[config.mk]
export PLATFORM = sky130hd
export DESIGN_NAME = apb_fifo_slave
export DESIGN_NICKNAME = d
export VERILOG_FILES = /design/src/rtl/apb_fifo_slave.sv
export SDC_FILE = /design/constraint.sdc
export NUM_CORES = 1
export LEC_CHECK = 0
export CORE_ASPECT_RATIO = 1.4
export CORE_MARGIN = 2
export CORE_UTILIZATION = 40
export CTS_CLUSTER_SIZE = 20
export DETAILED_ROUTE_END_ITERATION = 12
export PLACE_DENSITY = 0.69
export RECOVER_POWER = 50
export SETUP_SLACK_MARGIN = 0.5
export SYNTH_ARGS = -nofsm -noshare
export SYNTH_HDL_FRONTEND = slang
export SYNTH_SLANG_ARGS = --single-unit
[constraint.sdc]
create_clock -name PCLK -period 3.2 [get_ports PCLK]
set_clock_uncertainty 0.2 [all_clocks]
set_input_delay 0.64 -clock PCLK [delete_from_list [all_inputs] [get_ports PCLK]]
set_output_delay 0.64 -clock PCLK [all_outputs]
set_load 0.05 [all_outputs]
[src/rtl/apb_fifo_slave.sv]
// APB4 completer fronting a synchronous FIFO, with DATA/STATUS/CTRL/THRESH registers,
// programmable wait states, byte-strobe checks, PSLVERR signalling and a level interrupt.
//   state    | meaning
//   S_IDLE   | no transfer in flight; waiting for a setup phase
//   S_ACCESS | access phase; PREADY rises once the wait counter reaches 0
module apb_fifo_slave #(
    parameter int ADDR_WIDTH  = 8,
    parameter int DATA_WIDTH  = 32,
    parameter int DEPTH       = 16,
    parameter int WAIT_STATES = 0
) (
    input  logic                    PCLK,
    input  logic                    PRESETn,
    input  logic                    PSEL,
    input  logic                    PENABLE,
    input  logic                    PWRITE,
    input  logic [ADDR_WIDTH-1:0]   PADDR,
    input  logic [DATA_WIDTH-1:0]   PWDATA,
    input  logic [DATA_WIDTH/8-1:0] PSTRB,
    output logic [DATA_WIDTH-1:0]   PRDATA,
    output logic                    PREADY,
    output logic                    PSLVERR,
    output logic                    irq
);

    localparam int PW = $clog2(DEPTH);
    localparam int CW = $clog2(DEPTH + 1);

    typedef enum logic {S_IDLE, S_ACCESS} state_e;

    state_e                  state_q;
    logic [3:0]              wait_q;
    logic [PW-1:0]           wr_ptr_q, wr_ptr_d;
    logic [PW-1:0]           rd_ptr_q, rd_ptr_d;
    logic [CW-1:0]           count_q, count_d;
    logic                    irq_en_q;
    logic [7:0]              thresh_q;
    logic                    irq_q, irq_d;
    logic [DATA_WIDTH-1:0]   mem_q [DEPTH];

    logic                    empty, full, addr_ok, access_done, err;
    logic                    commit_ok, do_push, do_pop, ctrl_wr, thresh_wr, flush;
    logic [1:0]              reg_sel;
    logic [DATA_WIDTH-1:0]   rdata;

    assign empty       = (count_q == '0);
    assign full        = (count_q == CW'(DEPTH));
    assign reg_sel     = PADDR[3:2];
    assign addr_ok     = (PADDR[1:0] == 2'b00) && ((PADDR >> 4) == '0);
    assign access_done = (state_q == S_ACCESS) && PSEL && (wait_q == 4'd0);

    always_comb begin
        err = 1'b0;
        if (!addr_ok) begin
            err = 1'b1;
        end else begin
            case (reg_sel)
                2'd0:    err = PWRITE ? (full || !(&PSTRB)) : empty;
                2'd1:    err = PWRITE;
                default: err = 1'b0;
            endcase
        end
    end

    assign commit_ok = access_done && !err;
    assign do_push   = commit_ok && PWRITE && (reg_sel == 2'd0);
    assign do_pop    = commit_ok && !PWRITE && (reg_sel == 2'd0);
    assign ctrl_wr   = commit_ok && PWRITE && (reg_sel == 2'd2) && PSTRB[0];
    assign thresh_wr = commit_ok && PWRITE && (reg_sel == 2'd3) && PSTRB[0];
    assign flush     = ctrl_wr && PWDATA[0];

    always_comb begin
        rdata = '0;
        case (reg_sel)
            2'd0: rdata = mem_q[rd_ptr_q];
            2'd1: begin
                rdata[0]    = empty;
                rdata[1]    = full;
                rdata[15:8] = 8'(count_q);
            end
            2'd2:    rdata[1]   = irq_en_q;
            default: rdata[7:0] = thresh_q;
        endcase
    end

    assign PREADY  = access_done;
    assign PSLVERR = access_done && err;
    assign PRDATA  = (access_done && !PWRITE && !err) ? rdata : '0;
    assign irq     = irq_q;

    always_ff @(posedge PCLK or negedge PRESETn) begin
        if (!PRESETn) begin
            state_q <= S_IDLE;
            wait_q  <= 4'd0;
        end else begin
            case (state_q)
                S_IDLE: begin
                    if (PSEL && !PENABLE) begin
                        state_q <= S_ACCESS;
                        wait_q  <= 4'(WAIT_STATES);
                    end
                end
                default: begin
                    // Dropping PSEL mid-access abandons the transfer without side effects.
                    if (!PSEL || wait_q == 4'd0) begin
                        state_q <= S_IDLE;
                    end else begin
                        wait_q <= wait_q - 4'd1;
                    end
                end
            endcase
        end
    end

    always_comb begin
        wr_ptr_d = wr_ptr_q;
        rd_ptr_d = rd_ptr_q;
        count_d  = count_q;
        if (flush) begin
            wr_ptr_d = '0;
            rd_ptr_d = '0;
            count_d  = '0;
        end else if (do_push) begin
            wr_ptr_d = wr_ptr_q + PW'(1);
            count_d  = count_q + CW'(1);
        end else if (do_pop) begin
            rd_ptr_d = rd_ptr_q + PW'(1);
            count_d  = count_q - CW'(1);
        end
    end

    // irq looks at the registered count, so it trails a count change by one cycle.
    assign irq_d = irq_en_q && (thresh_q != 8'd0) && (32'(count_q) >= 32'(thresh_q));

    always_ff @(posedge PCLK or negedge PRESETn) begin
        if (!PRESETn) begin
            wr_ptr_q <= '0;
            rd_ptr_q <= '0;
            count_q  <= '0;
            irq_en_q <= 1'b0;
            thresh_q <= 8'd0;
            irq_q    <= 1'b0;
        end else begin
            wr_ptr_q <= wr_ptr_d;
            rd_ptr_q <= rd_ptr_d;
            count_q  <= count_d;
            irq_q    <= irq_d;
            if (ctrl_wr)   irq_en_q <= PWDATA[1];
            if (thresh_wr) thresh_q <= PWDATA[7:0];
        end
    end

    always_ff @(posedge PCLK) begin
        if (do_push) mem_q[wr_ptr_q] <= PWDATA;
    end

endmodule

==> metrics, run 1 <==
gr ovfl total 0; htree depth 2; highest ir drop seen on vdd 0.000343 V; Final GP Congestion 0.840; Seq/Total Area, Yosys 0.751; DRC 0; Post-synth ARST share 0.0519; pre-CTS setup slack -0.606 ns; Leakage 0.00948 uW; Final setup violation count 208; RSZ-0062 raised after global routing yes; period utilization 1.15; Initial Util 0.403; TNS Setup -28.50 ns; Num CTS Buffers 47; Non-Filler Instances 2072; count leader, synth edfxtp_1; Slew @ Worst Pin 1.68 ns; Worst Path Required 2.36 ns; DR vias/cell 5.67; IO Pins 84; CTS Root Cell clkbuf_16; Die Ht 278 um; Syn Nets 1067; top post-synthesis cells by count edfxtp_1 (512), mux4_2 (138), and2_1 (34), dfrtp_1 (28), clkbuf_1 (27); R2R Setup Slk -0.21 ns; DRT iter0 DRCs 1064; ranking of synthesized cells by area edfxtp_1 (72%), mux4_2 (15%), dfrtp_1 (3.3%); hold_buf cts 0; dpl cells 1867; Synth Flop Type edfxtp_1; maximum clock rate 271 MHz; num rows 100; clk sinks 540; min cycle time layout 3.69 ns; pins over their slew limit 29; ANT nets after route 0; Crit Path Max Fanout 23; leading area contributor after synthesis edfxtp_1; Port-buffer cells 83; Max-cap violations 1; PwrDens 471 nW/um2; yosys warns 0; post-detail-place hpwl 30.6 mm; CTS tree built; multi-input logic area 5510 um2; Slew Limit Headroom -0.121; Reg area 16100 um2; TritonRoute pass-1 iters 5; clock buffer depth 3; Reg clk slew, reported paths 0.07 ns; CORE AREA 53100 um2; synthesized cell area 21400 um2; die area 55400 um2; gr usage total 0.203; Clock Latency Late Sink 0.57 ns; Seq cells post-synth 540; Final WS setup -0.493 ns; # nets final 1386; DR vias 11800; # fillers 3855; violated checks capacitance limit, slew limit, setup timing; Hold Path Class reg2reg; mean post-synth cell area 21.4 um2; Gate Count Post-Synth 1002; initial antenna violation count 4; largest net degree at the start of global routing 29; CP arrival 2.85 ns; EDFF count, synth 512; startpoint class of the critical path flop; die width 199 um; post-synthesis cell type count 56; outcome finished, violations left; share of cells above drive strength 1 0.446; Yosys top cell area share 0.719; WL/cell 28.5 um; Final Hold Fails 0; wire length of the first global-routing pass 81.3 mm; CP endpoint kind output pin; Area Overhead vs Synth 35.1%; Routed WL 59.0 mm; crit path kind reg2out; number of global-route vias before repair 12100
stage by stage:
stage               cell area [um2]  hold WS (ns)  power, uW  utilization
floorplan                     21700         0.144       8040            -
finish                        28900         0.363      13600        0.545
global route                  28900         0.381      14000        0.545
detailed placement            25100         0.352       8290        0.473
global placement              25100         0.331       8260        0.473
CTS                           28300         0.260      13600        0.533
final cells by class:
class                      instances  area share
sequential                       540       0.557
antenna                            3    0.000260
timing repair buffer             318       0.170
tap                              714      0.0309
clock buffer                      56      0.0419
multi-input combinational        400       0.191
inverter                          14     0.00190
clock inverter                    27     0.00783
registers in the layout, summed over array words and instances (netlist names):
| name | cells |
|---|---|
| count_q | 5 |
| irq | 1 |
| irq_en_q | 1 |
| mem_q | 512 |
| rd_ptr_q | 4 |
| state_q | 1 |
| thresh_q | 8 |
| wait_q | 4 |
| wr_ptr_q | 4 |
per-layer routing:
metal	track usage	share of wire	vias to the layer above
met4	0.0634	0.035	4
met1	0.250	0.35	6255
met5	0	0.00051	-
met2	0.366	0.54	555
li1	-	-	4832
met3	0.0284	0.069	105
placed cells by master, fill, tap and decap left out, types with 4 or more instances in the layout:
cell             instances
a21oi_2                 12
mux2_2                  11
edfxtp_1               512
clkdlybuf4s50_1         19
buf_16                  30
clkbuf_16               58
dfrtp_2                  4
a21o_4                   6
a22oi_1                 21
and2_4                  29
nand2_2                  6
clkinv_2                 8
mux4_2                 138
xnor2_1                  9
o21ai_0                  6
buf_12                 113
a21oi_1                  5
buf_8                    8
clkinv_1                11
clkbuf_1                11
buf_6                   41
nor2_1                  19
or4_4                    4
ha_1                    12
a221oi_2                 5
buf_4                   65
nand3_1                  7
and2_1                   5
nand2_1                 13
dlygate4sd3_1           26
mux2i_1                 14
inv_1                   10
and4_4                   4
dfrtp_1                 22
kinds of logic (layout without fill, tap and decap cells):
kind of cell | count (synthesis) | in the layout | share of synthesized area
xor+xnor | 11 | 11 | 0.00450
compound gates | 82 | 82 | 0.0276
mux | 165 | 165 | 0.159
other cells | 0 | 3 | 0
buf+inv | 63 | 415 | 0.0132
flops | 540 | 540 | 0.751
fa+ha+maj | 16 | 16 | 0.00971
simple gates | 125 | 126 | 0.0351
power breakdown:
group          switching [uW]  total (uW)  internal, uW
sequential               19.8        7770          7750
clock                    2560        5450          2890
combinational             223         412           189
total                    2810       13600         10800
critical path: stages, from the launching register on:
cell     delay, ns
dfrtp_4       0.75
buf_12        0.25
mux4_2        0.37
mux4_2        0.54
and2_4        0.20
buf_12        0.14
what timing repair did:
item                       in CTS  in global routing
setup endpoints to repair     558                558
gates resized for setup       122                 37
buffers inserted               63                 19
pin swaps                      19                 20
gates cloned                   26                 11
final timing paths:
path	start	endpoint	cells after the start
worst min-delay path	wait_q[3]	wait_q[3]	2
worst max register to register	wait_q[1]	mem_q[0][30]	15
max in group asynchronous	PRESETn	rd_ptr_q[0]	2
worst max-delay path	rd_ptr_q[1]	PRDATA[14]	5
worst min register to register	wait_q[3]	wait_q[3]	2
min in group asynchronous	PRESETn	wait_q[2]	2
(Power assumes the default switching activity.)
==> run 2: changes to the inputs <==
Settings changed: CORE_MARGIN 2 to unset, PLACE_DENSITY 0.69 to 0.67.
Clock period 3.2 ns to 4.5 ns, I/O delays scaled along.
==> metrics, run 2 (synthesis gave the netlist of run 1 again) <==
Final Hold Fails 0 (unchanged); gr usage total 0.181 (-0.0222); hold_buf cts 0 (unchanged); pre-CTS setup slack 0.0595 ns (+0.665 ns); Clock Latency Late Sink 0.56 ns (about the same); gr ovfl total 0 (unchanged); highest ir drop seen on vdd 0.000229 V (-33%); PwrDens 382 nW/um2 (-19%); combinational power share 0.023 (-0.007); commonest non-fill, non-tap cell in the layout edfxtp_1; Leakage 0.00831 uW (-12%); Final GP Congestion 0.781 (-7.0%); CP endpoint kind output pin; TritonRoute pass-1 iters 4 (-1); DRC 0 (unchanged); Slowest-stage cell, CP dfrtp_1; Final WS setup 0.407 ns (+0.901 ns); CTS tree built; post-layout util 0.495 (-0.0503); cell internal pwr 7980 uW (-26%); die area 54400 um2 (-1.7%); Crit Path Max Fanout 6 (-74%); Port-buffer cells 83 (unchanged); Routed WL 48.1 mm (-19%); leading cell types in the layout, fill and taps excluded edfxtp_1 (512), mux4_2 (138), buf_12 (58); Reg power frac 0.557 (-0.013); # nets final 1231 (-11%); top flop regs mem_q x512, thresh_q x8, count_q x5; outcome complete, no violations; Num CTS Buffers 48 (+2.1%); IO Pins 84 (unchanged); DRT iter0 DRCs 864 (-19%); post-detail-place hpwl 26.9 mm (-12%); CTS Root Cell clkbuf_16; crit path kind reg2out; Hold Path Class reg2reg; WL/cell 25.1 um (-12%); Reg clk slew, reported paths 0.07 ns (about the same); Max-cap violations 0 (-1); RSZ-0062 raised after global routing yes; Psw 1940 uW (-31%); pins over their slew limit 0 (-100%); CP arrival 2.99 ns (+0.14 ns); share of cells above drive strength 1 0.329 (-0.118); period utilization 0.909; clock buffer depth 3 (unchanged); maximum clock rate 244 MHz; max FFs per register 512 (unchanged); clk sinks 540 (unchanged); wire length of the first global-routing pass 70.7 mm (-13%); # diodes 0 (-3); crit-path most repeated cell clkbuf_1; Slew @ Worst Pin 1.16 ns (-0.516 ns); die width 197 um (-1.0%); Worst Path Required 3.40 ns (+1.04 ns); Final setup violation count 0 (-100%); Die Ht 276 um (-0.72%); DR vias/cell 5.53 (-2.5%); num rows 99 (-1.0%); ANT nets after route 0 (unchanged); startpoint class of the critical path flop; number of global-route vias before repair 10900 (-10%); Initial Util 0.407 (+0.00407); DR vias 10600 (-10%); TNS Setup 0 ns (+28.50 ns); Slew Limit Headroom 0.223 (+0.344); most flop-heavy register mem_q; initial antenna violation count 6 (+2); CP max stage delay 0.38 ns (-0.37 ns); # fillers 4203 (+9.0%); min cycle time layout 4.09 ns; Clock power frac 0.421 (+0.021); largest net degree at the start of global routing 50 (+72%); htree depth 2 (unchanged); Area Overhead vs Synth 21.4%; CP cell instances inv_1 > ha_1 > or3b_1 > clkbuf_1 > nor4_4 > clkbuf_1 > nand3_1 > nor2_2 > buf_6 > a21o_1 > buf_12; Sw Ratio 0.195 (-0.0105); CORE AREA 52500 um2 (-1.0%)
==> run 2: cell count changes in the layout (fill, tap and decap cells not counted), sizes merged, moves of 2 or more <==
cell,delta
buf,-151
clkdlybuf4s50,-10
dlygate4sd3,+7
clkinv,-4
diode,-3
dlymetal6s2s,+3
clkbuf,+2
clkinvlp,+2
==> run 2: layer usage <==
layer / GRT usage / up-vias / wire length, um
li1: - / 4509 / -
met1: 0.233 / 5619 / 19000
met2: 0.313 / 340 / 24700
met3: 0.0294 / 101 / 2850
met4: 0.0559 / 6 / 1450
met5: 0 / - / 43
==> run 2: repair_timing <==
action / in CTS / in global routing
pin swaps: 6 / 8
endpoints found under the setup margin: 32 / 32
buffers inserted: 18 / 7
resized for setup: 28 / 26
cloned: 3 / 1
==> run 2: area by class of cell <==
| type | instances | area, um2 | share of cell area |
|---|---|---|---|
| Multi-Input combinational cell | 400 | 5180 | 0.199 |
| Sequential cell | 540 | 16100 | 0.619 |
| Clock inverter | 25 | 219 | 0.00843 |
| Clock buffer | 64 | 1410 | 0.0542 |
| Timing Repair Buffer | 162 | 2140 | 0.0825 |
| Tap cell | 707 | 885 | 0.0341 |
| Inverter | 14 | 55.1 | 0.00212 |
==> run 2: final timing paths <==
| kind | from | to | slack, ns | cells past startpoint |
|---|---|---|---|---|
| min | thresh_q[7] | thresh_q[7] | 0.35 | 1 |
| max in group asynchronous | PRESETn | rd_ptr_q[1] | 1.97 | 2 |
| max reg2reg | wait_q[1] | count_q[4] | 0.73 | 12 |
| min in group asynchronous | PRESETn | wr_ptr_q[2] | 0.54 | 1 |
| max | wait_q[1] | PRDATA[5] | 0.41 | 11 |
| min reg2reg | thresh_q[7] | thresh_q[7] | 0.35 | 1 |
==> run 2: per-stage QoR <==
stage               total power [uW]  std cells  instance area [um2]  hold WS (ns)
detailed placement              5840       1794                23900         0.323
global placement                5820       1794                23900         0.290
global route                   10200       1912                26000         0.373
floorplan                       5700       1002                21400         0.273
CTS                            10000       1904                25900         0.350
finish                          9920       1912                26000         0.346
==> run 2: power groups by stage <==
stage          Sequential, uW  Clock, uW  Combinational, uW
3_3_place_gp             5630          0                190
4_1_cts                  5520       4240                241
3_5_place_dp             5630          0                205
6_report                 5520       4170                226
2_1_floorplan            5630          0               75.0
5_1_grt                  5520       4420                250
==> run 2: critical path, delay by kind of cell, from the launching register on <==
kind | cells | cell delay (ns)
compound gates | 1 | 0.19
fa+ha+maj | 1 | 0.17
buf+inv | 5 | 0.75
flops | 1 | 0.38
simple gates | 4 | 0.93
==> run 3: changes to the inputs <==
--- a/config.mk
+++ b/config.mk
@@ -10,4 +10,5 @@
 export CTS_CLUSTER_SIZE = 20
 export DETAILED_ROUTE_END_ITERATION = 12
+export GPL_ROUTABILITY_DRIVEN = 0
 export PLACE_DENSITY = 0.67
 export RECOVER_POWER = 50
==> constraint.sdc (replaced) <==
create_clock -name PCLK -period 4.5 [get_ports PCLK]
set_clock_uncertainty 0.2 [all_clocks]
set_input_delay 1.35 -clock PCLK [delete_from_list [all_inputs] [get_ports PCLK]]
set_output_delay 1.35 -clock PCLK [all_outputs]
set_load 0.05 [all_outputs]
==> metrics, run 3 (synthesis gave the netlist of run 1 again) <==
power consumption 10000 uW (+1.0%); DRT iter0 DRCs 819 (-5.2%); clk sinks 540 (unchanged); Max-cap violations 0 (unchanged); Final Hold Fails 0 (unchanged); CTS tree built; R2R Setup Slk 0.96 ns (+0.23 ns); die width 197 um (unchanged); hold_sp wait_q[0]; RSZ-0062 raised after global routing yes; Final setup violation count 32 (+32); Clock Latency Late Sink 0.56 ns (about the same); period utilization 1.07 (+0.163); maximum clock rate 207 MHz (-15%); Placement Cell Area 24500 um2 (+2.5%); startpoint class of the critical path input pin; pins over their slew limit 0 (unchanged); initial antenna violation count 2 (-4); met2 wire length 25.1 mm (+1.5%); CORE AREA 52500 um2 (unchanged); hold path cells 1 (unchanged); pre-CTS setup slack -0.636 ns (-0.695 ns); Hold Path Class reg2reg; violated checks setup timing; share of cells above drive strength 1 0.357 (+0.0283); Worst Reg-to-Reg Cells 11 (-1); Slew Limit Headroom 0.479 (+0.255); Area Overhead vs Synth 23.2%; WL/cell 24.8 um (-1.4%); largest net degree at the start of global routing 51 (+2.0%); Reg clk slew, reported paths 0.06 ns (about the same); highest ir drop seen on vdd 0.000275 V (+20%); clock buffer depth 3 (unchanged); Slew @ Worst Pin 0.780 ns (-0.385 ns); ANT nets after route 0 (unchanged); max FFs per register 512 (unchanged); hold_buf cts 0 (unchanged); reg2reg start wait_q[0]; most flop-heavy register mem_q; # nets final 1251 (+1.6%); met1 wire length 19.3 mm (+1.4%); RR Endpoint count_q[4]; CP arrival 3.28 ns (+0.29 ns); TNS Setup -9.10 ns (-9.10 ns); fin area 26400 um2 (+1.5%); Hold Path Sink wait_q[0]; IO Pins 84 (unchanged); DR vias/cell 5.49 (-0.71%); Die Ht 276 um (unchanged); CTS Root Cell clkbuf_16; DRC 0 (unchanged); commonest non-fill, non-tap cell in the layout edfxtp_1; top layer in use met5; die area 54400 um2 (unchanged); CP endpoint kind output pin; Num CTS Buffers 49 (+2.1%); min cycle time layout 4.83 ns (+0.734 ns); leading cell types in the layout, fill and taps excluded edfxtp_1 (512), mux4_2 (138), buf_12 (68); Crit Path Max Fanout 6 (unchanged); top flop regs mem_q x512, thresh_q x8, count_q x5; DR vias 10600 (+0.48%); htree depth 2 (unchanged); TritonRoute pass-1 iters 5 (+1); Initial Util 0.407 (unchanged); wire length of the first global-routing pass 71.3 mm (+0.84%); post-detail-place hpwl 28.3 mm (+5.1%); gr usage total 0.180 (-0.000943); crit path kind in2out; Routed WL 47.9 mm (-0.25%); # fillers 4146 (-1.4%); Worst Path Required 2.95 ns (-0.45 ns); number of global-route vias before repair 11000 (+0.98%); gr ovfl total 0 (unchanged); outcome finished, violations left; num rows 99 (unchanged); Leakage 0.00849 uW (+2.2%); PwrDens 380 nW/um2 (-0.46%); Met3 Wirelength 2.31 mm (-19%); Port-buffer cells 83 (unchanged); Final WS setup -0.326 ns (-0.734 ns)
[run 3: layer usage]
metal / vias to the layer above / global-route usage
met5: - / 0
met1: 5650 / 0.233
met4: 2 / 0.0553
met3: 78 / 0.0249
met2: 320 / 0.314
li1: 4576 / -
[run 3: cell type report]
type / count / area [um2] / area share
Antenna cell: 1 / 2.50 / 0.0000949
Clock buffer: 59 / 1280 / 0.0488
Clock inverter: 33 / 373 / 0.0141
Inverter: 14 / 55.1 / 0.00209
Multi-Input combinational cell: 400 / 5330 / 0.202
Sequential cell: 540 / 16100 / 0.610
Tap cell: 707 / 885 / 0.0336
Timing Repair Buffer: 181 / 2350 / 0.0891
[run 3: how the worst max path moves through the flow]
stage            endpoint     start  cells past startpoint
3_5_place_dp    PRDATA[4]  PADDR[0]                      7
6_report       PRDATA[11]  PADDR[5]                      8
5_1_grt        PRDATA[11]  PADDR[5]                      8
4_1_cts        PRDATA[11]  PADDR[4]                      8
2_1_floorplan  PRDATA[30]  PADDR[1]                      6
3_3_place_gp   PRDATA[11]  PADDR[1]                      7
[run 3: critical path, stage by stage]
cell and delay, ns:
buf_6 0.09, or4_4 0.54, or4_4 0.53, nor2_4 0.17, buf_12 0.16, o21ai_4 0.07, o21ai_4 0.20, buf_12 0.16
[run 3: where the power goes]
part	leakage [uW]	switching, uW	internal (uW)
Sequential	0.00497	14.3	5510
Clock	0.000803	1810	2460
Combinational	0.00272	139	90.4
[run 3: what timing repair did]
item	CTS	global route
buffers inserted	3	2
gates cloned	1	0
endpoints found under the setup margin	35	34
gates resized for setup	42	8
pin swaps	8	6
[run 3: stage by stage]
step / utilization / std cells / hold WS (ns)
4_1_cts: 0.501 / 1932 / 0.304
3_5_place_dp: 0.467 / 1836 / 0.295
3_3_place_gp: 0.467 / 1836 / 0.287
2_1_floorplan: - / 1002 / 0.273
6_report: 0.502 / 1935 / 0.301
5_1_grt: 0.502 / 1934 / 0.331
